File: src/rtl/alu_sched_pkg.sv
// Op codes and FSM state type shared by the alu_sched scheduler files.
package alu_sched_pkg;

    localparam logic [2:0] ALU_AND = 3'b000;
    localparam logic [2:0] ALU_OR  = 3'b001;
    localparam logic [2:0] ALU_ADD = 3'b010;
    localparam logic [2:0] ALU_MUL = 3'b011;
    localparam logic [2:0] ALU_SUB = 3'b110;
    localparam logic [2:0] ALU_SLT = 3'b111;

    typedef enum logic [1:0] {
        IDLE = 2'd0,
        EXEC = 2'd1,
        MUL  = 2'd2,
        RESP = 2'd3
    } state_t;

endpackage

File: src/rtl/alu_sched_if.sv
// Request, shared-ALU and response signals of alu_sched, bundled with scheduler-side
// (slave) and client/environment-side (master) modports.
interface alu_sched_if #(
    parameter int WIDTH = 8,
    parameter int NREQ  = 2
);
    localparam int ID_W = $clog2(NREQ);

    logic [NREQ-1:0]       req_valid;
    logic [NREQ-1:0]       req_ready;
    logic [NREQ*WIDTH-1:0] req_a;
    logic [NREQ*WIDTH-1:0] req_b;
    logic [NREQ*3-1:0]     req_op;

    logic [WIDTH-1:0]      alu_a;
    logic [WIDTH-1:0]      alu_b;
    logic [2:0]            alu_control;
    logic [WIDTH-1:0]      alu_result;
    logic                  alu_zero;

    logic [NREQ-1:0]       rsp_valid;
    logic [ID_W-1:0]       rsp_id;
    logic [WIDTH-1:0]      rsp_result;
    logic                  rsp_zero;

    modport slave (
        input  req_valid, req_a, req_b, req_op, alu_result, alu_zero,
        output req_ready, alu_a, alu_b, alu_control, rsp_valid, rsp_id, rsp_result, rsp_zero
    );

    modport master (
        output req_valid, req_a, req_b, req_op, alu_result, alu_zero,
        input  req_ready, alu_a, alu_b, alu_control, rsp_valid, rsp_id, rsp_result, rsp_zero
    );

endinterface

File: src/rtl/alu_sched_rr_arbiter.sv
// Round-robin arbiter: searches upward from ptr with wrap, ptr moves past the winner
// only when en is set and a grant is issued.
module rr_arbiter #(
    parameter int NREQ = 2
) (
    input  logic                    clk,
    input  logic                    rst_n,
    input  logic [NREQ-1:0]         req,
    input  logic                    en,
    output logic [NREQ-1:0]         gnt,
    output logic [$clog2(NREQ)-1:0] gnt_id
);
    localparam int ID_W = $clog2(NREQ);

    logic [ID_W-1:0] r_ptr;
    logic [ID_W-1:0] w_idx;
    logic            w_hit;

    // NOTE: every combinational output gets a default first, so no latch is inferred.
    always_comb begin
        w_hit  = 1'b0;
        w_idx  = '0;
        gnt_id = '0;
        gnt    = '0;
        for (int k = 0; k < NREQ; k++) begin
            w_idx = ID_W'((int'(r_ptr) + k) % NREQ);
            if (!w_hit && req[w_idx]) begin
                w_hit  = 1'b1;
                gnt_id = w_idx;
            end
        end
        if (en && w_hit) begin
            gnt[gnt_id] = 1'b1;
        end
    end

    always_ff @(posedge clk or negedge rst_n) begin
        if (!rst_n) begin
            r_ptr <= '0;
        end else if (en && w_hit) begin
            r_ptr <= (gnt_id == ID_W'(NREQ - 1)) ? '0 : gnt_id + ID_W'(1);
        end
    end

endmodule

File: src/rtl/alu_sched.sv
// Round-robin scheduler sharing one ALU among NREQ requesters.
// Define ALU_SCHED_MUL_EN to run op 011 as a WIDTH-cycle shift-add multiply on the shared ALU.
module alu_sched
    import alu_sched_pkg::*;
#(
    parameter int WIDTH = 8,
    parameter int NREQ  = 2
) (
    input  logic       clk,
    input  logic       rst_n,
    alu_sched_if.slave bus
);
    localparam int ID_W = $clog2(NREQ);

    state_t           r_state;
    logic [ID_W-1:0]  r_id;
    logic [WIDTH-1:0] r_alu_a;
    logic [WIDTH-1:0] r_alu_b;
    logic [2:0]       r_alu_ctrl;
    logic [NREQ-1:0]  r_rsp_valid;
    logic [ID_W-1:0]  r_rsp_id;
    logic [WIDTH-1:0] r_rsp_result;
    logic             r_rsp_zero;

    logic             w_accept;
    logic             w_xfer;
    logic [NREQ-1:0]  w_gnt;
    logic [ID_W-1:0]  w_gnt_id;
    logic [WIDTH-1:0] w_sel_a;
    logic [WIDTH-1:0] w_sel_b;
    logic [2:0]       w_sel_op;

`ifdef ALU_SCHED_MUL_EN
    localparam int CNT_W = $clog2(WIDTH);
    // mcand/mplier run one step ahead because alu_a/alu_b are registered; r_alu_a is the accumulator.
    logic [WIDTH-1:0] r_mcand;
    logic [WIDTH-1:0] r_mplier;
    logic [CNT_W-1:0] r_mcnt;
`endif

    assign w_accept = (r_state == IDLE) || (r_state == RESP);
    assign w_xfer   = |w_gnt;

    rr_arbiter #(.NREQ(NREQ)) u_arb (
        .clk    (clk),
        .rst_n  (rst_n),
        .req    (bus.req_valid),
        .en     (w_accept),
        .gnt    (w_gnt),
        .gnt_id (w_gnt_id)
    );

    always_comb begin
        w_sel_a  = '0;
        w_sel_b  = '0;
        w_sel_op = '0;
        for (int i = 0; i < NREQ; i++) begin
            if (w_gnt[i]) begin
                w_sel_a  = bus.req_a[i*WIDTH +: WIDTH];
                w_sel_b  = bus.req_b[i*WIDTH +: WIDTH];
                w_sel_op = bus.req_op[i*3 +: 3];
            end
        end
    end

    // NOTE: sequential state uses non-blocking assignments only.
    always_ff @(posedge clk or negedge rst_n) begin
        if (!rst_n) begin
            r_state      <= IDLE;
            r_id         <= '0;
            r_alu_a      <= '0;
            r_alu_b      <= '0;
            r_alu_ctrl   <= '0;
            r_rsp_valid  <= '0;
            r_rsp_id     <= '0;
            r_rsp_result <= '0;
            r_rsp_zero   <= 1'b0;
`ifdef ALU_SCHED_MUL_EN
            r_mcand      <= '0;
            r_mplier     <= '0;
            r_mcnt       <= '0;
`endif
        end else begin
            r_rsp_valid <= '0;
            case (r_state)
                IDLE, RESP: begin
                    if (w_xfer) begin
                        r_id       <= w_gnt_id;
                        r_alu_a    <= w_sel_a;
                        r_alu_b    <= w_sel_b;
                        r_alu_ctrl <= w_sel_op;
                        r_state    <= EXEC;
`ifdef ALU_SCHED_MUL_EN
                        if (w_sel_op == ALU_MUL) begin
                            r_alu_a    <= '0;
                            r_alu_b    <= w_sel_b[0] ? w_sel_a : '0;
                            r_alu_ctrl <= ALU_ADD;
                            r_mcand    <= w_sel_a << 1;
                            r_mplier   <= w_sel_b >> 1;
                            r_mcnt     <= '0;
                            r_state    <= MUL;
                        end
`endif
                    end else begin
                        r_state <= IDLE;
                    end
                end
                EXEC: begin
                    r_rsp_result       <= bus.alu_result;
                    r_rsp_zero         <= bus.alu_zero;
                    r_rsp_id           <= r_id;
                    r_rsp_valid[r_id]  <= 1'b1;
                    r_state            <= RESP;
                end
`ifdef ALU_SCHED_MUL_EN
                MUL: begin
                    r_alu_a  <= bus.alu_result;
                    r_alu_b  <= r_mplier[0] ? r_mcand : '0;
                    r_mcand  <= r_mcand << 1;
                    r_mplier <= r_mplier >> 1;
                    r_mcnt   <= r_mcnt + CNT_W'(1);
                    if (r_mcnt == CNT_W'(WIDTH - 1)) begin
                        r_rsp_result      <= bus.alu_result;
                        r_rsp_zero        <= (bus.alu_result == '0);
                        r_rsp_id          <= r_id;
                        r_rsp_valid[r_id] <= 1'b1;
                        r_state           <= RESP;
                    end
                end
`endif
                default: r_state <= IDLE;
            endcase
        end
    end

    assign bus.req_ready   = rst_n ? w_gnt : '0;
    assign bus.alu_a       = r_alu_a;
    assign bus.alu_b       = r_alu_b;
    assign bus.alu_control = r_alu_ctrl;
    assign bus.rsp_valid   = r_rsp_valid;
    assign bus.rsp_id      = r_rsp_id;
    assign bus.rsp_result  = r_rsp_result;
    assign bus.rsp_zero    = r_rsp_zero;

endmodule

File: src/flat_wrapper.sv
// flat-port wrapper written by rule: the top's interface ports become plain ports
module alu_sched_flat import alu_sched_pkg::*;
#(
    parameter int WIDTH = 8,
    parameter int NREQ  = 2
)
  (clk, rst_n, bus_req_valid, bus_req_a, bus_req_b, bus_req_op, bus_alu_result, bus_alu_zero, bus_req_ready, bus_alu_a, bus_alu_b, bus_alu_control, bus_rsp_valid, bus_rsp_id, bus_rsp_result, bus_rsp_zero);
  alu_sched_if #(.WIDTH(WIDTH), .NREQ(NREQ)) bus_i ();
  input  logic clk;
  input  logic rst_n;
  input wire logic [$bits(bus_i.req_valid)-1:0] bus_req_valid;
  input wire logic [$bits(bus_i.req_a)-1:0] bus_req_a;
  input wire logic [$bits(bus_i.req_b)-1:0] bus_req_b;
  input wire logic [$bits(bus_i.req_op)-1:0] bus_req_op;
  input wire logic [$bits(bus_i.alu_result)-1:0] bus_alu_result;
  input wire logic [$bits(bus_i.alu_zero)-1:0] bus_alu_zero;
  output wire logic [$bits(bus_i.req_ready)-1:0] bus_req_ready;
  output wire logic [$bits(bus_i.alu_a)-1:0] bus_alu_a;
  output wire logic [$bits(bus_i.alu_b)-1:0] bus_alu_b;
  output wire logic [$bits(bus_i.alu_control)-1:0] bus_alu_control;
  output wire logic [$bits(bus_i.rsp_valid)-1:0] bus_rsp_valid;
  output wire logic [$bits(bus_i.rsp_id)-1:0] bus_rsp_id;
  output wire logic [$bits(bus_i.rsp_result)-1:0] bus_rsp_result;
  output wire logic [$bits(bus_i.rsp_zero)-1:0] bus_rsp_zero;
  assign bus_i.req_valid = bus_req_valid;
  assign bus_i.req_a = bus_req_a;
  assign bus_i.req_b = bus_req_b;
  assign bus_i.req_op = bus_req_op;
  assign bus_i.alu_result = bus_alu_result;
  assign bus_i.alu_zero = bus_alu_zero;
  assign bus_req_ready = bus_i.req_ready;
  assign bus_alu_a = bus_i.alu_a;
  assign bus_alu_b = bus_i.alu_b;
  assign bus_alu_control = bus_i.alu_control;
  assign bus_rsp_valid = bus_i.rsp_valid;
  assign bus_rsp_id = bus_i.rsp_id;
  assign bus_rsp_result = bus_i.rsp_result;
  assign bus_rsp_zero = bus_i.rsp_zero;
  alu_sched #(.WIDTH(WIDTH), .NREQ(NREQ)) u_core (.clk(clk), .rst_n(rst_n), .bus(bus_i));
endmodule
File: config.mk
export PLATFORM = sky130hd
export DESIGN_NAME = alu_sched_flat
export DESIGN_NICKNAME = d
export VERILOG_FILES = /design/src/rtl/alu_sched_pkg.sv /design/src/rtl/alu_sched_if.sv /design/src/rtl/alu_sched_rr_arbiter.sv /design/src/rtl/alu_sched.sv /design/src/flat_wrapper.sv
export SDC_FILE = /design/constraint.sdc
export NUM_CORES = 1
export LEC_CHECK = 0
export ABC_AREA = 1
export CORE_MARGIN = 3
export CORE_UTILIZATION = 40
export CTS_BUF_LIST = sky130_fd_sc_hd__clkbuf_8
export DETAILED_ROUTE_END_ITERATION = 6
export GPL_TIMING_DRIVEN = 0
export MAX_ROUTING_LAYER = met4
export PLACE_DENSITY_LB_ADDON = 0.1
export SYNTH_ARGS = -nofsm -noshare
export SYNTH_HDL_FRONTEND = slang
export SYNTH_SLANG_ARGS = --single-unit
export TNS_END_PERCENT = 50
File: constraint.sdc
create_clock -name clk -period 1.9 [get_ports clk]
set_input_delay 0.57 -clock clk [delete_from_list [all_inputs] [get_ports clk]]
set_output_delay 0.57 -clock clk [all_outputs]
set_load 0.01 [all_outputs]
==> results.py, run 1 <==
metrics = {
    "place": {
        "place_ws_ns": -0.8842,
        "hpwl_mm": 3.173,
        "place.port_buffers": 83,
        "gp_congestion": 0.8107,
        "dpl.cell_count": 310,
    },
    "setup_path": {
        "crit_required_ns": 1.33,
        "worstSetupStartpointType": "flop",
        "ff2ff_path_depth": 8,
        "crit_path_end_kind": "primary output",
        "rr_endpoint": "u_core.bus.alu_a[1]",
        "arrival_ns": 1.46,
        "r2r_slack_ns": 0.38,
        "path_class": "reg -> out",
        "r2r-start": "u_core.r_state[1]",
        "cp_max_fo": 4,
    },
    "detailed_routing": {
        "remaining_drc_errors": 0,
        "viasPerCell": 4.947,
        "drt_iter0_drc": 43,
        "top_layer_used": "met4",
        "met1Wirelength_mm": 1.938,
        "firstDrtPassIters": 4,
        "route.met2.wl_mm": 2.139,
        "ant_nets": 0,
        "wire_per_inst_um": 13.78,
        "num_vias": 1598,
        "met3_length_um": 336,
        "routed_wl_mm": 4.451,
    },
    "logic_synthesis": {
        "avgSynthCellArea_um2": 8.695,
        "ys_types": 13,
        "synth-seq-cells": 35,
        "ys_warn_count": 0,
        "syn_inst": 179,
        "seq_area_frac_synth_pct": 56.27,
        "netlist.area_leader.share_pct": 56.27,
        "syn_area_um2": 1556,
        "syn_nets": 233,
        "yosysTopAreaCell": "dfrtp_1",
        "synth.area.top_cells": "dfrtp_1 (56%), nand2_1 (13%), nand3_1 (13%), nand4_1 (7.6%), buf_2 (2.9%)",
    },
    "cells_and_area": {
        "final_cell_mix": "clkdlybuf4s50_1 (78), nand2_1 (52), nand3_1 (39)",
        "multiInputGateArea_um2": 613.1,
        "drive_gt1_share_pct": 11.27,
        "fillCellCount": 320,
        "antenna_cells": 0,
        "final_nets": 328,
        "final_cells": 323,
        "regArea_um2": 875.8,
        "final_common_cell": "clkdlybuf4s50_1",
        "syn2layout_area_growth_pct": 69.45,
    },
    "die": {
        "die_area_um2": 4676,
        "ioPinCount": 84,
        "die_x_um": 68.38,
        "start_util_pct": 41.89,
        "core_area_um2": 3716,
        "num_rows": 22,
        "die_h_um": 68.38,
    },
    "timing": {
        "min_period_ns": 2.029,
        "hold_viol_final": 0,
        "grt_setup_unrepaired": "true",
        "hold_slack_ns": 0.2315,
        "worst_slack_ns": -0.1289,
        "post-route-period-util_pct": 106.8,
        "tns_ns": -0.2430,
        "finalMaxSlewViolations": 0,
        "finalSetupViolCount": 2,
        "worst_pin_slew_ns": 0.4798,
        "slew_headroom_pct": 68.01,
        "fmax_mhz": 492.9,
        "finClkSkew_ns": 0.005640,
    },
    "cts": {
        "clk_latency_ns": 0.28,
        "ctsHoldBuffers": 0,
        "cts_sinks": 35,
        "cts_root_buf": "clkbuf_8",
        "numCtsBuffers": 5,
        "cts_buffer_depth": 2,
        "clk_pin_slew_ns": 0.07,
        "cts_tree": "done",
        "cts_max_level": 2,
    },
    "status": {
        "status": "finished with violations",
        "violations": "setup timing",
    },
    "global_routing": {
        "grt_max_degree": 37,
        "gr-total-overflow": 0,
        "grt_pass1_vias": 1575,
        "grt_pass1_wl_mm": 7.210,
        "grt_antenna_before_repair": 0,
        "grt_use_total_pct": 21.32,
    },
    "power": {
        "clkPwrFrac_pct": 15.3,
        "power.leakage_uw": 0.001224,
        "p_per_area_nw_per_um2": 1695,
        "p_int_uw": 2771,
        "p_sw_share_pct": 38.03,
        "seqPwrFrac_pct": 29.6,
        "pwr-share-comb_pct": 55.1,
        "p_sw_uw": 1701,
        "vdd_drop_max_mv": 0.9131,
    },
    "worst_hold_path": {
        "hold_path_class": "in -> async",
    },
    "job": {
        "maxCapViolCount": 0,
    },
}
-- state kept, by name, summed over array words and instances, names as in the netlist --
name	flops
u_core.bus.rsp_zero	1
u_core.bus.alu_a	8
u_core.r_state	2
u_core.bus.rsp_valid	2
u_core.bus.alu_b	8
u_core.bus.rsp_result	8
u_core.bus.rsp_id	1
u_core.r_id	1
u_core.u_arb.r_ptr	1
u_core.bus.alu_control	3
-- Yosys cell counts, drive strengths merged --
master  number
o21ai        2
a21oi        1
nand4       19
nor2         5
nand2       54
dfrtp       35
clkbuf       5
buf          9
ha           3
inv          7
nand3       39
-- logic make-up after synthesis --
logic type | after synthesis | synth area share (%)
AND/OR/NAND/NOR | 117 | 34.57
flip-flops | 35 | 56.27
buffers and inverters | 21 | 5.788
AO/OA/AOI/OAI | 3 | 0.9637
adder cells (fa/ha/maj) | 3 | 2.412
-- final cells by class --
| cell class | instances | area share [%] |
|---|---|---|
| multi-input combinational | 123 | 23.24 |
| inverter | 7 | 1.091 |
| tap | 48 | 2.277 |
| clock buffer | 6 | 3.131 |
| sequential | 35 | 33.21 |
| buffer | 14 | 3.368 |
| clock inverter | 2 | 1.328 |
| timing repair buffer | 88 | 32.35 |
-- how the worst max path moves through the flow --
stage,depth (start not counted),start,to,slack [ns]
2_1_floorplan,5,u_core.r_state[0],bus_req_ready[1],0.18
3_3_place_gp,4,rst_n,bus_req_ready[0],-1.71
3_5_place_dp,7,bus_req_valid[0],bus_req_ready[0],-0.88
4_1_cts,6,u_core.r_state[1],bus_req_ready[0],-0.08
5_1_grt,6,u_core.r_state[0],bus_req_ready[1],-0.18
6_report,5,u_core.r_state[1],bus_req_ready[1],-0.13
-- repair_timing --
item | CTS | global route
buffers inserted | 4 | 1
pin swaps | 2 | 4
hold endpoints to repair | 0 | 0
endpoints found under the setup margin | 2 | 2
resized for setup | 21 | 5
-- per-stage QoR --
| stage | util [%] | area, µm² | power [µW] |
|---|---|---|---|
| global placement | 65.86 | 2447 | 3537 |
| global route | 70.98 | 2638 | 4835 |
| detailed placement | 65.72 | 2442 | 3583 |
| finish | 70.98 | 2638 | 4472 |
| CTS | 70.51 | 2620 | 4411 |
| floorplan | - | 1556 | 2476 |
-- per-layer routing --
layer | vias up | track usage, %
met2 | 66 | 33.49
met3 | 6 | 5.911
met1 | 734 | 26.62
li1 | 792 | -
met5 | - | -
met4 | 0 | 6.700
-- power by group through the flow --
stage          registers, µW  logic [µW]  clock network, µW
3_3_place_gp            1320        2220                  0
3_5_place_dp            1330        2260                  0
5_1_grt                 1370        2740                731
4_1_cts                 1320        2390                696
2_1_floorplan           1470        1000                  0
6_report                1330        2460                682
-- worst max-delay path: stages (launching register included) --
cell and delay, ns:
dfrtp_1 0.41, ha_4 0.31, buf_6 0.10, nand3_1 0.10, nor2_1 0.12, buf_2 0.15
(Power assumes the default switching activity.)
==> run 2, diff against run 1 <==
GPL_TIMING_DRIVEN = unset   (was 0)
==> results.py, run 2 (synthesis gave the netlist of run 1 again) <==
metrics = {
    "status": {
        "status": "finished with violations",
        "violations": "setup timing",
    },
    "global_routing": {
        "grt_pass1_vias": 1497,
        "gr-total-overflow": 0,
        "grt_pass1_wl_mm": 7.210,
        "grt_use_total_pct": 21.35,
        "grt_max_degree": 36,
        "grt_antenna_before_repair": 0,
    },
    "timing": {
        "slew_headroom_pct": 70.65,
        "finalSetupViolCount": 2,
        "hold_viol_final": 0,
        "worst_pin_slew_ns": 0.4403,
        "tns_ns": -0.1588,
        "finalMaxSlewViolations": 0,
        "fmax_mhz": 497.6,
        "min_period_ns": 2.010,
        "hold_slack_ns": 0.3435,
        "worst_slack_ns": -0.1095,
        "finClkSkew_ns": 0.005798,
        "grt_setup_unrepaired": "true",
        "post-route-period-util_pct": 105.8,
    },
    "cts": {
        "numCtsBuffers": 5,
        "cts_root_buf": "clkbuf_8",
        "clk_pin_slew_ns": 0.07,
        "clk_latency_ns": 0.28,
        "cts_sinks": 35,
        "cts_tree": "done",
        "cts_buffer_depth": 2,
        "cts_max_level": 2,
    },
    "detailed_routing": {
        "remaining_drc_errors": 0,
        "wire_per_inst_um": 14.72,
        "routed_wl_mm": 4.711,
        "num_vias": 1636,
        "viasPerCell": 5.113,
        "drt_iter0_drc": 72,
        "ant_nets": 0,
        "firstDrtPassIters": 4,
    },
    "die": {
        "die_area_um2": 4676,
        "start_util_pct": 41.89,
        "die_x_um": 68.38,
        "core_area_um2": 3716,
        "ioPinCount": 84,
        "num_rows": 22,
        "die_h_um": 68.38,
    },
    "setup_path": {
        "crit_buf_inv": 2,
        "crit_path_cell_trace": "ha_4, inv_2, nor2_4, nand2_2, nor2_1, buf_2",
        "cp_max_fo": 3,
        "crit_path_top_delay_cell": "dfrtp_1",
        "rr_endpoint": "u_core.bus.alu_control[0]",
        "arrival_ns": 1.44,
        "cpPeakStageDelay_ns": 0.41,
        "crit_path_end_kind": "primary output",
        "crit_required_ns": 1.33,
        "path_class": "reg -> out",
        "ff2ff_path_depth": 7,
        "r2r_slack_ns": 0.41,
        "crit_family": "flip-flops",
        "worstSetupStartpointType": "flop",
        "r2r-start": "u_core.r_state[1]",
    },
    "cells_and_area": {
        "regArea_um2": 875.8,
        "final_nets": 326,
        "final_area_um2": 2604,
        "drive_gt1_share_pct": 12.13,
        "final_common_cell": "clkdlybuf4s50_1",
        "final_cells": 320,
        "antenna_cells": 0,
        "syn2layout_area_growth_pct": 67.28,
        "multiInputGateArea_um2": 613.1,
        "final_cell_mix": "clkdlybuf4s50_1 (78), nand2_1 (52), nand3_1 (39)",
        "fillCellCount": 312,
    },
    "place": {
        "hpwl_mm": 3.323,
        "gp_congestion": 0.8947,
        "place_ws_ns": -0.6596,
        "post_dp_cell_area_um2": 2491,
        "dpl.cell_count": 311,
        "place.port_buffers": 83,
    },
    "job": {
        "maxCapViolCount": 0,
    },
    "power": {
        "vdd_drop_max_mv": 0.8587,
        "power.leakage_uw": 0.001215,
        "p_per_area_nw_per_um2": 1659,
    },
    "worst_hold_path": {
        "hold_path_class": "in -> async",
    },
}
==> run 2: area by class of cell <==
cell class                 count  share of cell area (%)
clock buffer                   6                   3.172
timing repair buffer         100                   36.14
clock inverter                 1                  0.1922
inverter                       7                   1.009
sequential                    35                   33.64
tap                           48                   2.307
multi-input combinational    123                   23.55
==> run 2: per-layer routing <==
metal  share of wire [%]  global-route usage [%]
met1                  42                   26.49
met2                  49                   34.45
met3                 7.2                   5.255
met4                 1.1                   6.203
met5                   0                       -
==> run 2: how the worst max path moves through the flow <==
stage	start	end	slack, ns	cells after the start
final	u_core.r_state[1]	bus_req_ready[0]	-0.11	6
after global routing	u_core.r_state[0]	bus_req_ready[0]	-0.17	7
after CTS	u_core.r_state[1]	bus_req_ready[0]	-0.06	6
after detailed placement	bus_req_valid[0]	bus_req_ready[0]	-0.66	6
after global placement	bus_req_valid[0]	bus_req_ready[0]	-0.62	6
after floorplan	u_core.r_state[0]	bus_req_ready[1]	0.18	5
==> run 2: where the power goes <==
group	switching (µW)	internal, µW	leakage [µW]
Combinational	1240	1220	0.000739
Sequential	200	1130	0.000429
Clock	241	284	0.0000470
==> run 2: stage by stage <==
stage	utilization, %	power [µW]
floorplan	-	2476
global placement	67.04	3672
detailed placement	67.04	3728
CTS	69.46	4277
global route	70.07	4653
finish	70.07	4319
==> run 2: repair_timing <==
item	in CTS	in global routing
pin swaps	1	4
resized for setup	13	3
setup buffers	0	2
hold buffers	0	0
gates cloned	0	0
setup endpoints to repair	2	2
==> run 3, diff against run 2 <==
RECOVER_POWER = 50   (was unset)
==> results.py, run 3 (synthesis gave the netlist of run 1 again) <==
metrics = {
    "status": {
        "status": "finished with violations",
        "violations": "setup timing",
    },
    "place": {
        "gp_congestion": 0.8947,
        "place.port_buffers": 83,
        "hpwl_mm": 3.323,
        "dpl.cell_count": 311,
        "place_ws_ns": -0.6596,
    },
    "setup_path": {
        "r2r_slack_ns": 0.24,
        "crit_start": "u_core.r_state[1]",
        "path_class": "reg -> out",
        "rr_endpoint": "u_core.r_state[0]",
        "worst-path-stages": 6,
        "crit_required_ns": 1.33,
        "worstSetupStartpointType": "flop",
        "r2r-start": "u_core.r_state[1]",
        "crit_path_top_delay_cell": "dfrtp_1",
        "crit_buf_inv": 2,
        "crit_path_cell_trace": "ha_4, inv_2, nor2_4, nand2_2, nor2_1, buf_2",
        "cp_max_fo": 3,
        "endpoint": "bus_req_ready[0]",
        "crit_family": "flip-flops",
        "crit_path_end_kind": "primary output",
        "cpPeakStageDelay_ns": 0.41,
        "arrival_ns": 1.44,
        "ff2ff_path_depth": 6,
    },
    "detailed_routing": {
        "ant_nets": 0,
        "viasPerCell": 5.109,
        "drt_iter0_drc": 73,
        "firstDrtPassIters": 4,
        "num_vias": 1635,
        "wire_per_inst_um": 14.72,
        "routed_wl_mm": 4.710,
        "remaining_drc_errors": 0,
    },
    "power": {
        "p_per_area_nw_per_um2": 1651,
        "power.total_uw": 4289,
        "power.leakage_uw": 0.001211,
        "vdd_drop_max_mv": 0.8592,
    },
    "cells_and_area": {
        "final_nets": 326,
        "antenna_cells": 0,
        "drive_gt1_share_pct": 11.76,
        "final_cell_mix": "clkdlybuf4s50_1 (78), nand2_1 (52), nand3_1 (39)",
        "final_common_cell": "clkdlybuf4s50_1",
        "syn2layout_area_growth_pct": 66.88,
        "final_cells": 320,
        "fillCellCount": 315,
    },
    "global_routing": {
        "grt_pass1_wl_mm": 7.210,
        "grt_antenna_before_repair": 0,
        "grt_use_total_pct": 21.35,
        "grt_max_degree": 36,
        "grt_pass1_vias": 1497,
        "gr-total-overflow": 0,
    },
    "timing": {
        "grt_setup_unrepaired": "true",
        "finClkSkew_ns": 0.005799,
        "finalSetupViolCount": 2,
        "tns_ns": -0.1558,
        "finalMaxSlewViolations": 0,
        "worst_slack_ns": -0.1077,
        "slew_headroom_pct": 70.30,
        "min_period_ns": 2.008,
        "fmax_mhz": 498.1,
        "hold_slack_ns": 0.3437,
        "worst_pin_slew_ns": 0.4455,
        "post-route-period-util_pct": 105.7,
        "hold_viol_final": 0,
    },
    "cts": {
        "clk_latency_ns": 0.28,
        "numCtsBuffers": 5,
        "cts_buffer_depth": 2,
        "cts_max_level": 2,
        "cts_root_buf": "clkbuf_8",
        "cts_tree": "done",
        "cts_sinks": 35,
        "clk_pin_slew_ns": 0.07,
    },
    "die": {
        "start_util_pct": 41.89,
        "ioPinCount": 84,
        "num_rows": 22,
        "die_x_um": 68.38,
        "core_area_um2": 3716,
        "die_h_um": 68.38,
        "die_area_um2": 4676,
    },
    "worst_hold_path": {
        "hold_path_class": "in -> async",
    },
    "job": {
        "maxCapViolCount": 0,
    },
}
==> run 3: changes by cell type in the layout (fill, tap and decap cells not counted) <==
cell	previous run	this run
clkbuf_2	0	1
o21ai_0	1	2
clkbuf_1	0	1
buf_4	17	15
o21ai_1	1	0
==> run 3: layout make-up <==
class | count | area [µm²] | area share (%)
clock buffer | 6 | 82.58 | 3.179
clock inverter | 1 | 5.005 | 0.1927
inverter | 7 | 26.28 | 1.012
multi-input combinational | 123 | 613.1 | 23.60
sequential | 35 | 875.8 | 33.72
tap | 48 | 60.06 | 2.312
timing repair buffer | 100 | 934.6 | 35.98
==> run 3: report_power, final <==
group	internal, µW	total [µW]	leakage (µW)	switching (µW)
clock	284	525	0.0000470	241
combinational	1190	2440	0.000735	1240
sequential	1130	1330	0.000429	198
total	2610	4290	0.00121	1680
==> run 3: worst min path at each step <==
stage / cells past startpoint / start / endpoint / slack [ns]
finish: 2 / rst_n / u_core.bus.rsp_result[0] / 0.34
global route: 2 / rst_n / u_core.bus.alu_b[3] / 0.37
global placement: 2 / u_core.bus.rsp_zero / u_core.bus.rsp_zero / 0.45
floorplan: 0 / rst_n / u_core.bus.alu_a[0] / 0.27
CTS: 2 / rst_n / u_core.r_state[0] / 0.34
detailed placement: 1 / u_core.r_id / u_core.bus.rsp_valid[0] / 0.44
==> run 3: worst reg2reg max path, delay by kind of cell (launching register included) <==
family / cells / cell delay, ns
flip-flops: 1 / 0.41
AO/OA/AOI/OAI: 2 / 0.24
buffers and inverters: 3 / 0.61
adder cells (fa/ha/maj): 1 / 0.26
==> run 3: what timing repair did <==
item,in CTS,in global routing
pin swaps,1,4
buffers inserted,0,2
gates cloned,0,0
setup endpoints to repair,2,2
hold buffers,0,0
gates resized for setup,13,3
==> run 3: stage by stage <==
| step | cell area [µm²] | util [%] |
|---|---|---|
| floorplan | 1556 | - |
| global placement | 2491 | 67.04 |
| detailed placement | 2491 | 67.04 |
| CTS | 2581 | 69.46 |
| global route | 2597 | 69.90 |
| finish | 2597 | 69.90 |
==> run 3: per-layer routing <==
layer | wire length, µm | up-vias | global-route usage (%)
li1 | - | 787 | -
met1 | 1985 | 785 | 26.49
met2 | 2346 | 59 | 34.45
met3 | 332 | 4 | 5.255
met4 | 46 | 0 | 6.203
met5 | 0 | - | -
